$ cat src/rtl/fifo_pkg.sv
// Shared helpers for the FIFO family: width math and parameter legality.
// Pointer/count widths are log2(depth)+1 so a full FIFO is distinguishable from an empty one.
package fifo_pkg;

  function automatic int clog2(input int v);
    int r;
    r = 0;
    while ((1 << r) < v) r++;
    return r;
  endfunction

  function automatic bit is_pow2(input int v);
    return (v >= 2) && ((v & (v - 1)) == 0);
  endfunction

  // Width of a wrap-bit pointer or an occupancy count.
  function automatic int ptr_w(input int depth);
    return clog2(depth) + 1;
  endfunction

  // Width of a memory address.
  function automatic int addr_w(input int depth);
    return clog2(depth);
  endfunction

  function automatic bit fifo_params_ok(
    input int depth,
    input int psize,
    input int af,
    input int ae
  );
    return is_pow2(depth)
        && (psize == ptr_w(depth))
        && (af >= 1) && (af <= depth)
        && (ae >= 0) && (ae < depth);
  endfunction

endpackage

$ cat src/rtl/sync_fifo_ram.sv
// Storage array for sync_fifo_gen: synchronous write, asynchronous read, no reset.
// Ports: clk, i_we/i_waddr/i_wdata (write port), i_raddr -> o_rdata (comb read port).
module sync_fifo_ram #(
  parameter int D_SIZE  = 16,
  parameter int F_DEPTH = 8,
  parameter int A_W     = 3
) (
  input  logic              clk,
  input  logic              i_we,
  input  logic [A_W-1:0]    i_waddr,
  input  logic [D_SIZE-1:0] i_wdata,
  input  logic [A_W-1:0]    i_raddr,
  output logic [D_SIZE-1:0] o_rdata
);

  logic [D_SIZE-1:0] mem_q [F_DEPTH];

  always_ff @(posedge clk) begin
    if (i_we) mem_q[i_waddr] <= i_wdata;
  end

  assign o_rdata = mem_q[i_raddr];

endmodule

$ cat src/rtl/sync_fifo_gen.sv
// Single-clock FIFO with occupancy count, almost-full/empty thresholds, sticky errors.
// Ports: clk, i_rst (async high), i_w_inc/i_w_data, i_r_inc, i_clr_err -> o_r_data,
//   o_full, o_empty, o_almost_full, o_almost_empty, o_count, o_overflow, o_underflow.
// Define SYNC_FIFO_FWFT_EN for first-word-fall-through reads; default is registered read data.
module sync_fifo_gen
  import fifo_pkg::*;
#(
  parameter int D_SIZE   = 16,
  parameter int F_DEPTH  = 8,
  parameter int P_SIZE   = 4,
  parameter int AF_LEVEL = 6,
  parameter int AE_LEVEL = 2
) (
  input  logic              clk,
  input  logic              i_rst,
  input  logic              i_w_inc,
  input  logic [D_SIZE-1:0] i_w_data,
  input  logic              i_r_inc,
  input  logic              i_clr_err,
  output logic [D_SIZE-1:0] o_r_data,
  output logic              o_full,
  output logic              o_empty,
  output logic              o_almost_full,
  output logic              o_almost_empty,
  output logic [P_SIZE-1:0] o_count,
  output logic              o_overflow,
  output logic              o_underflow
);

  localparam int A_W = P_SIZE - 1;
  localparam logic [P_SIZE-1:0] DEPTH_C = P_SIZE'(F_DEPTH);
  localparam logic [P_SIZE-1:0] AF_C    = P_SIZE'(AF_LEVEL);
  localparam logic [P_SIZE-1:0] AE_C    = P_SIZE'(AE_LEVEL);

  if (!fifo_params_ok(F_DEPTH, P_SIZE, AF_LEVEL, AE_LEVEL)) begin : g_bad_params
    $error("sync_fifo_gen: illegal F_DEPTH/P_SIZE/AF_LEVEL/AE_LEVEL");
  end

  logic [P_SIZE-1:0] wr_ptr_q, wr_ptr_d;
  logic [P_SIZE-1:0] rd_ptr_q, rd_ptr_d;
  logic [P_SIZE-1:0] count_q, count_d;
  logic              ovf_q, ovf_d;
  logic              udf_q, udf_d;
  logic              wr_en, rd_en;
  logic [D_SIZE-1:0] ram_rdata;

  // Flags decode straight from the registered count.
  assign o_full         = (count_q == DEPTH_C);
  assign o_empty        = (count_q == '0);
  assign o_almost_full  = (count_q >= AF_C);
  assign o_almost_empty = (count_q <= AE_C);
  assign o_count        = count_q;
  assign o_overflow     = ovf_q;
  assign o_underflow    = udf_q;

  always_comb begin
    wr_en    = i_w_inc && !o_full;
    rd_en    = i_r_inc && !o_empty;
    wr_ptr_d = wr_en ? wr_ptr_q + P_SIZE'(1) : wr_ptr_q;
    rd_ptr_d = rd_en ? rd_ptr_q + P_SIZE'(1) : rd_ptr_q;
    count_d  = count_q;
    if (wr_en && !rd_en) count_d = count_q + P_SIZE'(1);
    if (rd_en && !wr_en) count_d = count_q - P_SIZE'(1);
    // A new error in the same cycle beats a clear.
    ovf_d = (i_w_inc && o_full)  ? 1'b1 : (i_clr_err ? 1'b0 : ovf_q);
    udf_d = (i_r_inc && o_empty) ? 1'b1 : (i_clr_err ? 1'b0 : udf_q);
  end

  always_ff @(posedge clk or posedge i_rst) begin
    if (i_rst) begin
      wr_ptr_q <= '0;
      rd_ptr_q <= '0;
      count_q  <= '0;
      ovf_q    <= 1'b0;
      udf_q    <= 1'b0;
    end else begin
      wr_ptr_q <= wr_ptr_d;
      rd_ptr_q <= rd_ptr_d;
      count_q  <= count_d;
      ovf_q    <= ovf_d;
      udf_q    <= udf_d;
    end
  end

  sync_fifo_ram #(
    .D_SIZE  (D_SIZE),
    .F_DEPTH (F_DEPTH),
    .A_W     (A_W)
  ) u_ram (
    .clk     (clk),
    .i_we    (wr_en),
    .i_waddr (wr_ptr_q[A_W-1:0]),
    .i_wdata (i_w_data),
    .i_raddr (rd_ptr_q[A_W-1:0]),
    .o_rdata (ram_rdata)
  );

`ifdef SYNC_FIFO_FWFT_EN
  // Head word shows through; forced to zero while empty so stale
  // or uninitialised memory never leaks out.
  assign o_r_data = o_empty ? '0 : ram_rdata;
`else
  logic [D_SIZE-1:0] r_data_q, r_data_d;

  always_comb begin
    r_data_d = rd_en ? ram_rdata : r_data_q;
  end

  always_ff @(posedge clk or posedge i_rst) begin
    if (i_rst) r_data_q <= '0;
    else       r_data_q <= r_data_d;
  end

  assign o_r_data = r_data_q;
`endif

endmodule
$ cat config.mk
export PLATFORM = sky130hd
export DESIGN_NAME = sync_fifo_gen
export DESIGN_NICKNAME = d
export VERILOG_FILES = /design/src/rtl/fifo_pkg.sv /design/src/rtl/sync_fifo_ram.sv /design/src/rtl/sync_fifo_gen.sv
export SDC_FILE = /design/constraint.sdc
export NUM_CORES = 1
export LEC_CHECK = 0
export CAP_MARGIN = 20
export CORE_MARGIN = 3
export CORE_UTILIZATION = 55
export CTS_CLUSTER_SIZE = 40
export DETAILED_ROUTE_END_ITERATION = 16
export GPL_ROUTABILITY_DRIVEN = 0
export PLACE_DENSITY = 0.85
export SYNTH_ARGS = -nofsm -noshare
export SYNTH_HDL_FRONTEND = slang
export SYNTH_SLANG_ARGS = --single-unit
$ cat constraint.sdc
create_clock -name clk -period 5.5 [get_ports clk]
set_input_delay 1.1 -clock clk [delete_from_list [all_inputs] [get_ports clk]]
set_output_delay 1.1 -clock clk [all_outputs]
set_load 0.005 [all_outputs]
======== After elaboration in Yosys (flattened, before gate mapping) ========
Memory sizes are Yosys's and may differ from the RTL's. A register that Yosys moved wholly into a read port is not among the register bits.
Index checks and enable logic that the tools add are counted.
Widths: inputs -> output; s select.
cells by class
  add/sub/neg operators ................... 4
  order comparisons ....................... 2
  equality and inequality tests ........... 1
  multiplexer cells ....................... 7
  reductions and logical operators ........ 14
operators with widths
  kind                 number
  $add 4x1->4 const B  3
  $mux 4               2
  $logic_and 1x1->1    6
  $reduce_bool 2->1    3
  $mux 1               5
  $eq 4x4->1 const B   1
  $ge 4x3->1 const B   1
  $le 4x2->1 const B   1
  $logic_not 1->1      4
  $logic_not 4->1      1
  $sub 4x1->4 const B  1
storage, ports and cells
  register bits ........................... 14
  RAM bits ................................ 128
  bits of input ports ..................... 21
  output and inout bits ................... 26
  logic and storage cells ................. 34
  memories ................................ 1
memories
  name         depth  bits a word  read ports  clocked after memory_dff  write ports  RTL line             source
  u_ram.mem_q  8      16           1           1                         1            sync_fifo_ram.sv:16  logic [D_SIZE-1:0] mem_q [F_DEPTH];

======== Depth between registers and ports, before layout ========
Gate-level depths: netlist of run 1.
  word-level depth ........................ 7
  mapped depth ............................ 12
  gate-level depth less buffers ........... 10

======== Hierarchy ========
From an unflattened synthesis of run 1, not the netlist that was laid out.
unflattened totals
  cells, all modules ...................... 298
  area, all modules ....................... 6273.5 um^2
modules (own cells, without submodules)
  module         instances  cells each  area an instance (um^2)  sequential area each (um^2)
  sync_fifo_ram  1          198         4973.5                   3843.7
  sync_fifo_gen  1          100         1300.0                   700.7

======== Worst setup path before layout of run 1 ========
Ideal clock, no wire load.
  kind .................................... input to register
  from .................................... in i_w_inc
  to ...................................... mem u_ram.mem_q[0][0] (enable)
  library setup time ...................... 0.409 ns
  data arrival time ....................... 2.685 ns
  data required time ...................... 5.091 ns
  setup slack ............................. 2.406 ns
  stages .................................. 3
  path buffers ............................ 0
  cell sequence ........................... nor2b_1 nand2b_1 nor3_1
on the way
  longest elaborated chain between the ends .. 3
RTL lines
  item                          RTL line             source
  from (decl)                   sync_fifo_gen.sv:16  input logic i_w_inc,
  $logic_and 1x1->1             sync_fifo_gen.sv:57  wr_en = i_w_inc && !o_full;
  $mux 1                        sync_fifo_ram.sv:19  if (i_we) mem_q[i_waddr] <= i_wdata;
  $mux 1 (not written as such)  sync_fifo_ram.sv:19
  to (decl)                     sync_fifo_ram.sv:16
No other way between the ends.

======== Final worst setup path of run 1 ========
  from .................................... reg count_q[0] (netlist: o_count[0])
  to ...................................... out o_full
on the way
  longest elaborated chain between the ends .. 1
RTL lines
  item                    RTL line             source
  from (decl)             sync_fifo_gen.sv:41  logic [P_SIZE-1:0] count_q, count_d;
  from (signal assigned)  sync_fifo_gen.sv:79  count_q <= count_d;
  $eq 4x4->1              sync_fifo_gen.sv:48  assign o_full = (count_q == DEPTH_C);
  to (decl)               sync_fifo_gen.sv:21  output logic o_full,
No other way between the ends.

==> metrics.log, run 1 <==
INFO  metric layout-drive-gt1-share = 0.1568
INFO  metric timing.critical_path.required = approximately 4.4 ns
INFO  metric ys_types = 31
INFO  metric critical_path_peak_fanout = 8
INFO  metric n_antenna_cell = 0
INFO  metric die_h = 112.2 um
INFO  metric grt.total_usage = 0.1991
INFO  metric p_int = 2.778 mW
INFO  metric arrival = about 1.9 ns
INFO  metric synth.ff_latch_count = approximately 160
INFO  metric floorplan.initialDensity = 0.5668
INFO  metric period_needed = 2.984 ns
INFO  metric setup_repair_after_global_routing_missed_its_margin = false
INFO  metric timing.hold.worst_path_depth = 2
INFO  metric syn-instance-count = 368
INFO  metric finalNetCount = roughly 450
INFO  metric hold_viol_final = 0
INFO  metric firstDrtPassIters = 5
INFO  metric postLayoutSetupSlackWorst = 2.516 ns
INFO  metric design_power_total = about 4 mW
INFO  metric design_area = 7357 um^2
INFO  metric setup.worst_path.end_class = primary output
INFO  metric rr_worst_depth = 11
INFO  metric classification_of_the_worst_setup_path = register to primary output
INFO  metric cts-resized-gates = 0
INFO  metric met3_wirelength = 967 um
INFO  metric highest-signal-layer = met4
INFO  metric wirelength = 11930 um
INFO  metric placeable_area = ~11000 um^2
INFO  metric dieWidth = 112.2 um
INFO  metric achievable-frequency = 0.3351 GHz
INFO  metric first_pass_grt_wire_length = between 15000 and 20000 um
INFO  metric rows = 38
INFO  metric vdd_drop_max = 301.0 uV
INFO  metric pwr-share-seq = 0.435
INFO  metric worst_setup_path_startpoint = o_count[0]
INFO  metric post_synth_main_area_contributors = sky130_fd_sc_hd__edfxtp_1 62%, sky130_fd_sc_hd__dfrtp_1 11%, sky130_fd_sc_hd__mux2i_1 5.2%
INFO  metric setup-violations-final = 0
INFO  metric post-cts-setup-buffer-count = 0
INFO  metric holdCritStartpoint = o_r_data[4]
INFO  metric synth_async_sr_flop_share = 0.1795
INFO  metric yosysMostFrequentCell = sky130_fd_sc_hd__edfxtp_1
INFO  metric synth_area_per_cell = ~17 um^2
INFO  metric timing.critical_path.slowest_stage_cell = sky130_fd_sc_hd__clkdlybuf4s50_1
INFO  metric worst_pin_slew = 0.9145 ns
INFO  metric synth.net_count = 394
INFO  metric clock_tree_from_tritoncts = yes
INFO  metric pre_cts_ws = between 2 and 2.5 ns
INFO  metric number_of_pins_exceeding_their_max_slew_limit_in_the_final_report = 0
INFO  metric synthesized_cell_area = between 6000 and 7000 um^2
INFO  metric routed-via-count = between 3000 and 4000
INFO  metric slew-limit-headroom = 0.3904
INFO  metric insertion_delay = around 0.41 ns
INFO  metric proportion_of_synthesized_chip_area_in_sequential_cells = 0.7331
INFO  metric share_clk_of_total_power = 0.284
INFO  metric ctsHoldBuffers = 0
INFO  metric clk_root_buffer_cell = sky130_fd_sc_hd__clkbuf_16
INFO  metric detailed_place.area = around 6800 um^2
INFO  metric combPwrFrac = 0.281
INFO  metric routed_wire_length_per_instance = 20.57 um
INFO  metric number_of_cells_after_detailed_placement = 548
INFO  metric post-synth-top-area-cell = sky130_fd_sc_hd__edfxtp_1
INFO  metric number_of_enable_type_register_cells_in_the_synthesized_netlist = 128
INFO  metric drt-vias-per-instance = 5.736
INFO  metric clkSlewWorstSetupHoldPaths = 0.06 ns
INFO  metric synth_largest_type_area_fraction = 0.6201
INFO  metric power_switching = 1.193 mW
INFO  metric syn2layout_area_growth = 18.69%
INFO  metric placement.io_buffers = 46
INFO  metric critical_path.cell_chain = nor4b_2 -> clkdlybuf4s50_1
INFO  metric antenna_violations_before_repair = 0
INFO  metric synth_common_cells = 128 x sky130_fd_sc_hd__edfxtp_1, 32 x sky130_fd_sc_hd__mux2i_1, 32 x sky130_fd_sc_hd__nand2_1
INFO  metric grt_pass1_vias = approximately 3500
INFO  metric outcome = complete, no violations
INFO  metric fp.dieArea = 12580 um^2
INFO  metric min_period_over_period = 0.5426
INFO  metric max-cap-violations = 0
INFO  metric critPathLaunchType = register
INFO  metric setup_tns_after_final_layout = 0 ns
INFO  metric power.density_cell_area = around 540 nW/um^2
INFO  metric cts.path.max_buffers = 2
INFO  metric cell_leakage_power = 2.636 nW
INFO  metric synth-warning-count = 0
INFO  metric io_pins = 47
INFO  metric numCtsBuffers = 17
INFO  metric final.setup_skew = 0.007605 ns
INFO  metric antenna_left = 0
INFO  metric timing.hold.worst.class = register to register
INFO  metric holdWs = 0.4821 ns
INFO  metric grt_max_degree = 36
INFO  metric stdcell_count = 580
INFO  metric clock_tree.htree_level_count = 4
INFO  metric ys_dominant_reg_cell = sky130_fd_sc_hd__edfxtp_1
INFO  metric route.layer.met1.wl = 4686 um
INFO  metric finish.utilization = 0.6728
INFO  metric detailroute.wirelength.met2 = 6121 um
INFO  metric rr_startpoint = o_count[1]
INFO  metric route.detailed.drc = 0
INFO  metric drt-initial-drc-count = 235
INFO  metric critical_path.max_stage_delay = 0.57 ns
INFO  metric grt-ovfl-total = 0
INFO  metric switching_share = 0.3004
INFO  metric cts_sinks = 156
INFO  metric dp.final_hpwl = 7011 um
registers in the layout, summed over array words and instances (netlist names):
name / count
o_overflow: 1
u_ram.mem_q: 128
rd_ptr_q: 3
o_underflow: 1
wr_ptr_q: 3
o_r_data: 16
o_count: 4
power groups by stage:
| stage | Clock, mW | Combinational, mW | Sequential, mW |
|---|---|---|---|
| 2_1_floorplan | 0 | 0.826 | 1.65 |
| 3_3_place_gp | 0 | 1.09 | 1.73 |
| 3_5_place_dp | 0 | 1.12 | 1.75 |
| 4_1_cts | 1.14 | 1.13 | 1.73 |
| 5_1_grt | 1.19 | 1.21 | 1.76 |
| 6_report | 1.13 | 1.12 | 1.73 |
cell usage in the layout, fill, tap and decap left out, types with 3 or more instances in the layout:
cell type                         netlist  routed
sky130_fd_sc_hd__xor2_1                 3       3
sky130_fd_sc_hd__mux2i_1               32      32
sky130_fd_sc_hd__xnor2_1                5       5
sky130_fd_sc_hd__dfrtp_1               28      27
sky130_fd_sc_hd__inv_1                  3       3
sky130_fd_sc_hd__nand2_1               32      32
sky130_fd_sc_hd__mux2_1                13      13
sky130_fd_sc_hd__o22ai_1               16      16
sky130_fd_sc_hd__a221o_1               16      16
sky130_fd_sc_hd__clkdlybuf4s50_1        0      46
sky130_fd_sc_hd__clkbuf_1               3       3
sky130_fd_sc_hd__ha_1                   5       5
sky130_fd_sc_hd__clkinvlp_4             0       3
sky130_fd_sc_hd__nand2b_1               6       6
sky130_fd_sc_hd__clkbuf_16              0      17
sky130_fd_sc_hd__clkinv_4               0       3
sky130_fd_sc_hd__nor2_1                 9       9
sky130_fd_sc_hd__o21ai_1               17      17
sky130_fd_sc_hd__mux2_2                20      20
sky130_fd_sc_hd__buf_4                  3      13
sky130_fd_sc_hd__o21ai_0                3       3
sky130_fd_sc_hd__inv_6                  0       3
sky130_fd_sc_hd__edfxtp_1             128     128
logic make-up after synthesis:
family / Yosys count / synth area share
AOI/OAI and AO/OA: 55 / 0.06157
xor gates and xnor gates: 8 / 0.01130
adders and majority gates: 5 / 0.01009
buffers and inverters: 24 / 0.02927
DFF: 156 / 0.7331
muxes: 65 / 0.1116
and+or+nand+nor: 55 / 0.04300
worst max-delay path: cells and delay by family, from the launching register on:
family / cells / cell delay (ns)
flip-flops: 1 / 0.50
AND/OR/NAND/NOR: 1 / 0.41
buffers and inverters: 1 / 0.57
path summary, 6_finish.rpt:
kind                                to  slack, ns
max                             o_full       2.52
min                        o_r_data[4]       0.48
max reg2reg                 o_count[2]       2.71
min reg2reg                o_r_data[4]       0.48
max in group asynchronous  rd_ptr_q[0]       4.12
min in group asynchronous  o_r_data[7]       1.07
routing by layer:
metal / GRT usage / vias up
met5: 0 / -
met1: 0.2640 / 1641
li1: - / 1532
met4: 0.06971 / 0
met3: 0.04367 / 10
met2: 0.3290 / 144
area by class of cell:
cell class,instances,area (um^2)
sequential,156,4546
fill,719,3578
multi-input combinational,188,1483
timing repair buffer,59,558.0
clock buffer,20,436.7
tap,140,175.2
clock inverter,12,140.1
inverter,5,18.77
Note: power is estimated with default switching activity, not from simulation.
==> inputs of run 2 (changes only) <==
==> constraint.sdc (replaced) <==
create_clock -name clk -period 3.11 [get_ports clk]
set_input_delay 0.622 -clock clk [delete_from_list [all_inputs] [get_ports clk]]
set_output_delay 0.622 -clock clk [all_outputs]
set_load 0.005 [all_outputs]
==> metrics.log, run 2 (same netlist as run 1, synthesis figures left out) <==
INFO  metric final.setup_skew = 0.009409 ns (+0.001804 ns)
INFO  metric critical_path_peak_fanout = 10 (+2)
INFO  metric antenna_violations_before_repair = 0 (unchanged)
INFO  metric slew-limit-headroom = 0.4568 (+0.06640)
INFO  metric rows = 38 (unchanged)
INFO  metric routed-via-count = 3257 (-2.1%)
INFO  metric cts.path.max_buffers = 2 (unchanged)
INFO  metric insertion_delay = 0.41 ns (about the same)
INFO  metric hold_viol_final = 0 (unchanged)
INFO  metric timing.critical_path.required = 2.49 ns (-1.91 ns)
INFO  metric placeable_area = 10940 um^2 (unchanged)
INFO  metric ctsHoldBuffers = 0 (unchanged)
INFO  metric io_pins = 47 (unchanged)
INFO  metric final_cell_mix = 128 x sky130_fd_sc_hd__edfxtp_1, 46 x sky130_fd_sc_hd__clkdlybuf4s50_1, 32 x sky130_fd_sc_hd__mux2i_1, 32 x sky130_fd_sc_hd__nand2_1, 27 x sky130_fd_sc_hd__dfrtp_1
INFO  metric routed_wire_length_per_instance = 19.77 um (-3.9%)
INFO  metric design_power_total = 6.901 mW (+74%)
INFO  metric design_area = 7337 um^2 (-0.27%)
INFO  metric max-cap-violations = 0 (unchanged)
INFO  metric detailed_place.area = 6793 um^2 (+0.18%)
INFO  metric power_switching = 2.052 mW (+72%)
INFO  metric die_h = 112.2 um (unchanged)
INFO  metric drt-vias-per-instance = 5.616 (-2.1%)
INFO  metric share_clk_of_total_power = 0.274 (-0.010)
INFO  metric number_of_pins_exceeding_their_max_slew_limit_in_the_final_report = 0 (unchanged)
INFO  metric dp.final_hpwl = 6421 um (-8.4%)
INFO  metric floorplan.initialDensity = 0.5668 (unchanged)
INFO  metric outcome = complete, no violations
INFO  metric achievable-frequency = around 0.40 GHz
INFO  metric clock_tree_from_tritoncts = yes
INFO  metric period_needed = between 2 and 3 ns
INFO  metric fp.dieArea = 12580 um^2 (unchanged)
INFO  metric largest_register_ffs = 128 (unchanged)
INFO  metric critPathLaunchType = register
INFO  metric finalNetCount = 453 (unchanged)
INFO  metric numCtsBuffers = 17 (unchanged)
INFO  metric setup_repair_after_global_routing_missed_its_margin = false
INFO  metric pre_cts_ws = 0.3315 ns (-1.786 ns)
INFO  metric postLayoutSetupSlackWorst = 0.6076 ns (-1.908 ns)
INFO  metric grt.total_usage = 0.1941 (-0.005051)
INFO  metric setup-violations-final = 0 (unchanged)
INFO  metric timing.hold.worst.class = register to register
INFO  metric dieWidth = 112.2 um (unchanged)
INFO  metric firstDrtPassIters = 4 (-1)
INFO  metric cts_sinks = 156 (unchanged)
INFO  metric clkSlewWorstSetupHoldPaths = 0.06 ns (about the same)
INFO  metric worst_pin_slew = 0.8149 ns (-0.09959 ns)
INFO  metric p_int = 4.849 mW (+75%)
INFO  metric classification_of_the_worst_setup_path = register to primary output
INFO  metric antenna_left = 0 (unchanged)
INFO  metric setup_tns_after_final_layout = 0 ns (unchanged)
INFO  metric registers.top_by_ff_count = u_ram.mem_q
INFO  metric post-cts-setup-buffer-count = 0 (unchanged)
INFO  metric vdd_drop_max = 826.2 uV (+170%)
INFO  metric area_of_the_multi_input_gates = 1483 um^2 (unchanged)
INFO  metric grt_pass1_vias = 3359 (-3.1%)
INFO  metric drt-initial-drc-count = 251 (+6.8%)
INFO  metric min_period_over_period = 0.8046
INFO  metric arrival = 1.88 ns (about the same)
INFO  metric route.detailed.drc = 0 (unchanged)
INFO  metric wirelength = 11460 um (-3.9%)
INFO  metric first_pass_grt_wire_length = 18210 um (-3.6%)
INFO  metric setup.worst_path.end_class = primary output
INFO  metric grt-ovfl-total = 0 (unchanged)
INFO  metric grt_max_degree = 67 (+86%)
INFO  metric power.density_cell_area = 940.6 nW/um^2 (+74%)
INFO  metric pwr-share-seq = 0.427 (-0.008)
INFO  metric n_antenna_cell = 0 (unchanged)
INFO  metric syn2layout_area_growth = 18.37%
INFO  metric placement.io_buffers = 46 (unchanged)
INFO  metric layout-drive-gt1-share = 0.1545 (-0.002273)
INFO  metric cts-resized-gates = 0 (unchanged)
INFO  metric cell_leakage_power = 2.630 nW (-0.23%)
INFO  metric final_common_cell = sky130_fd_sc_hd__edfxtp_1
INFO  metric clock_tree.htree_level_count = 4 (unchanged)
INFO  metric final.fill_count = 746 (+3.8%)
INFO  metric switching_share = 0.2974 (-0.003003)
INFO  metric combPwrFrac = 0.299 (+0.018)
INFO  metric sequential_cell_area = 4546 um^2 (unchanged)
INFO  metric clk_root_buffer_cell = sky130_fd_sc_hd__clkbuf_16
## run 2: power by group through the flow
stage          registers, mW  clock network [mW]  logic [mW]
2_1_floorplan           2.92                   0        1.46
3_3_place_gp            2.96                   0        2.02
3_5_place_dp            2.99                   0        2.08
4_1_cts                 2.95                1.92        2.10
5_1_grt                 3.00                2.03        2.26
6_report                2.95                1.89        2.06
## run 2: path summary, 6_finish.rpt
check | endpoint | cells after the start | slack (ns) | from
max | o_full | 2 | 0.61 | o_count[1]
min | o_r_data[0] | 2 | 0.48 | o_r_data[0]
max in group asynchronous | rd_ptr_q[0] | 3 | 2.21 | i_rst
min reg2reg | o_r_data[0] | 2 | 0.48 | o_r_data[0]
max reg2reg | o_count[2] | 10 | 0.74 | o_count[1]
min in group asynchronous | o_r_data[7] | 3 | 0.59 | i_rst
## run 2: area by class of cell
cell class,count,share of cell area
multi-input combinational,188,0.2021
inverter,5,0.002558
clock buffer,20,0.06088
tap,140,0.02387
sequential,156,0.6195
timing repair buffer,59,0.07776
clock inverter,12,0.01330
## run 2: worst max-delay path, stage by stage (launching register included)
cell and delay (ns):
sky130_fd_sc_hd__dfrtp_1 0.50, sky130_fd_sc_hd__nor4b_2 0.40, sky130_fd_sc_hd__clkdlybuf4s50_1 0.57
## run 2: routing by layer
layer	global-route usage	up-vias	wire length [um]
li1	-	1532	-
met1	0.2476	1611	4668
met2	0.3226	103	5942
met3	0.04097	11	685
met4	0.08734	0	167
met5	0	-	0
## run 2: stage by stage
stage	utilization	instances	hold WS [ns]
5_1_grt	0.6709	580	0.5175
3_3_place_gp	0.6212	548	0.4681
3_5_place_dp	0.6212	548	0.4762
2_1_floorplan	-	368	0.4776
6_report	0.6709	580	0.4794
4_1_cts	0.6709	580	0.4892
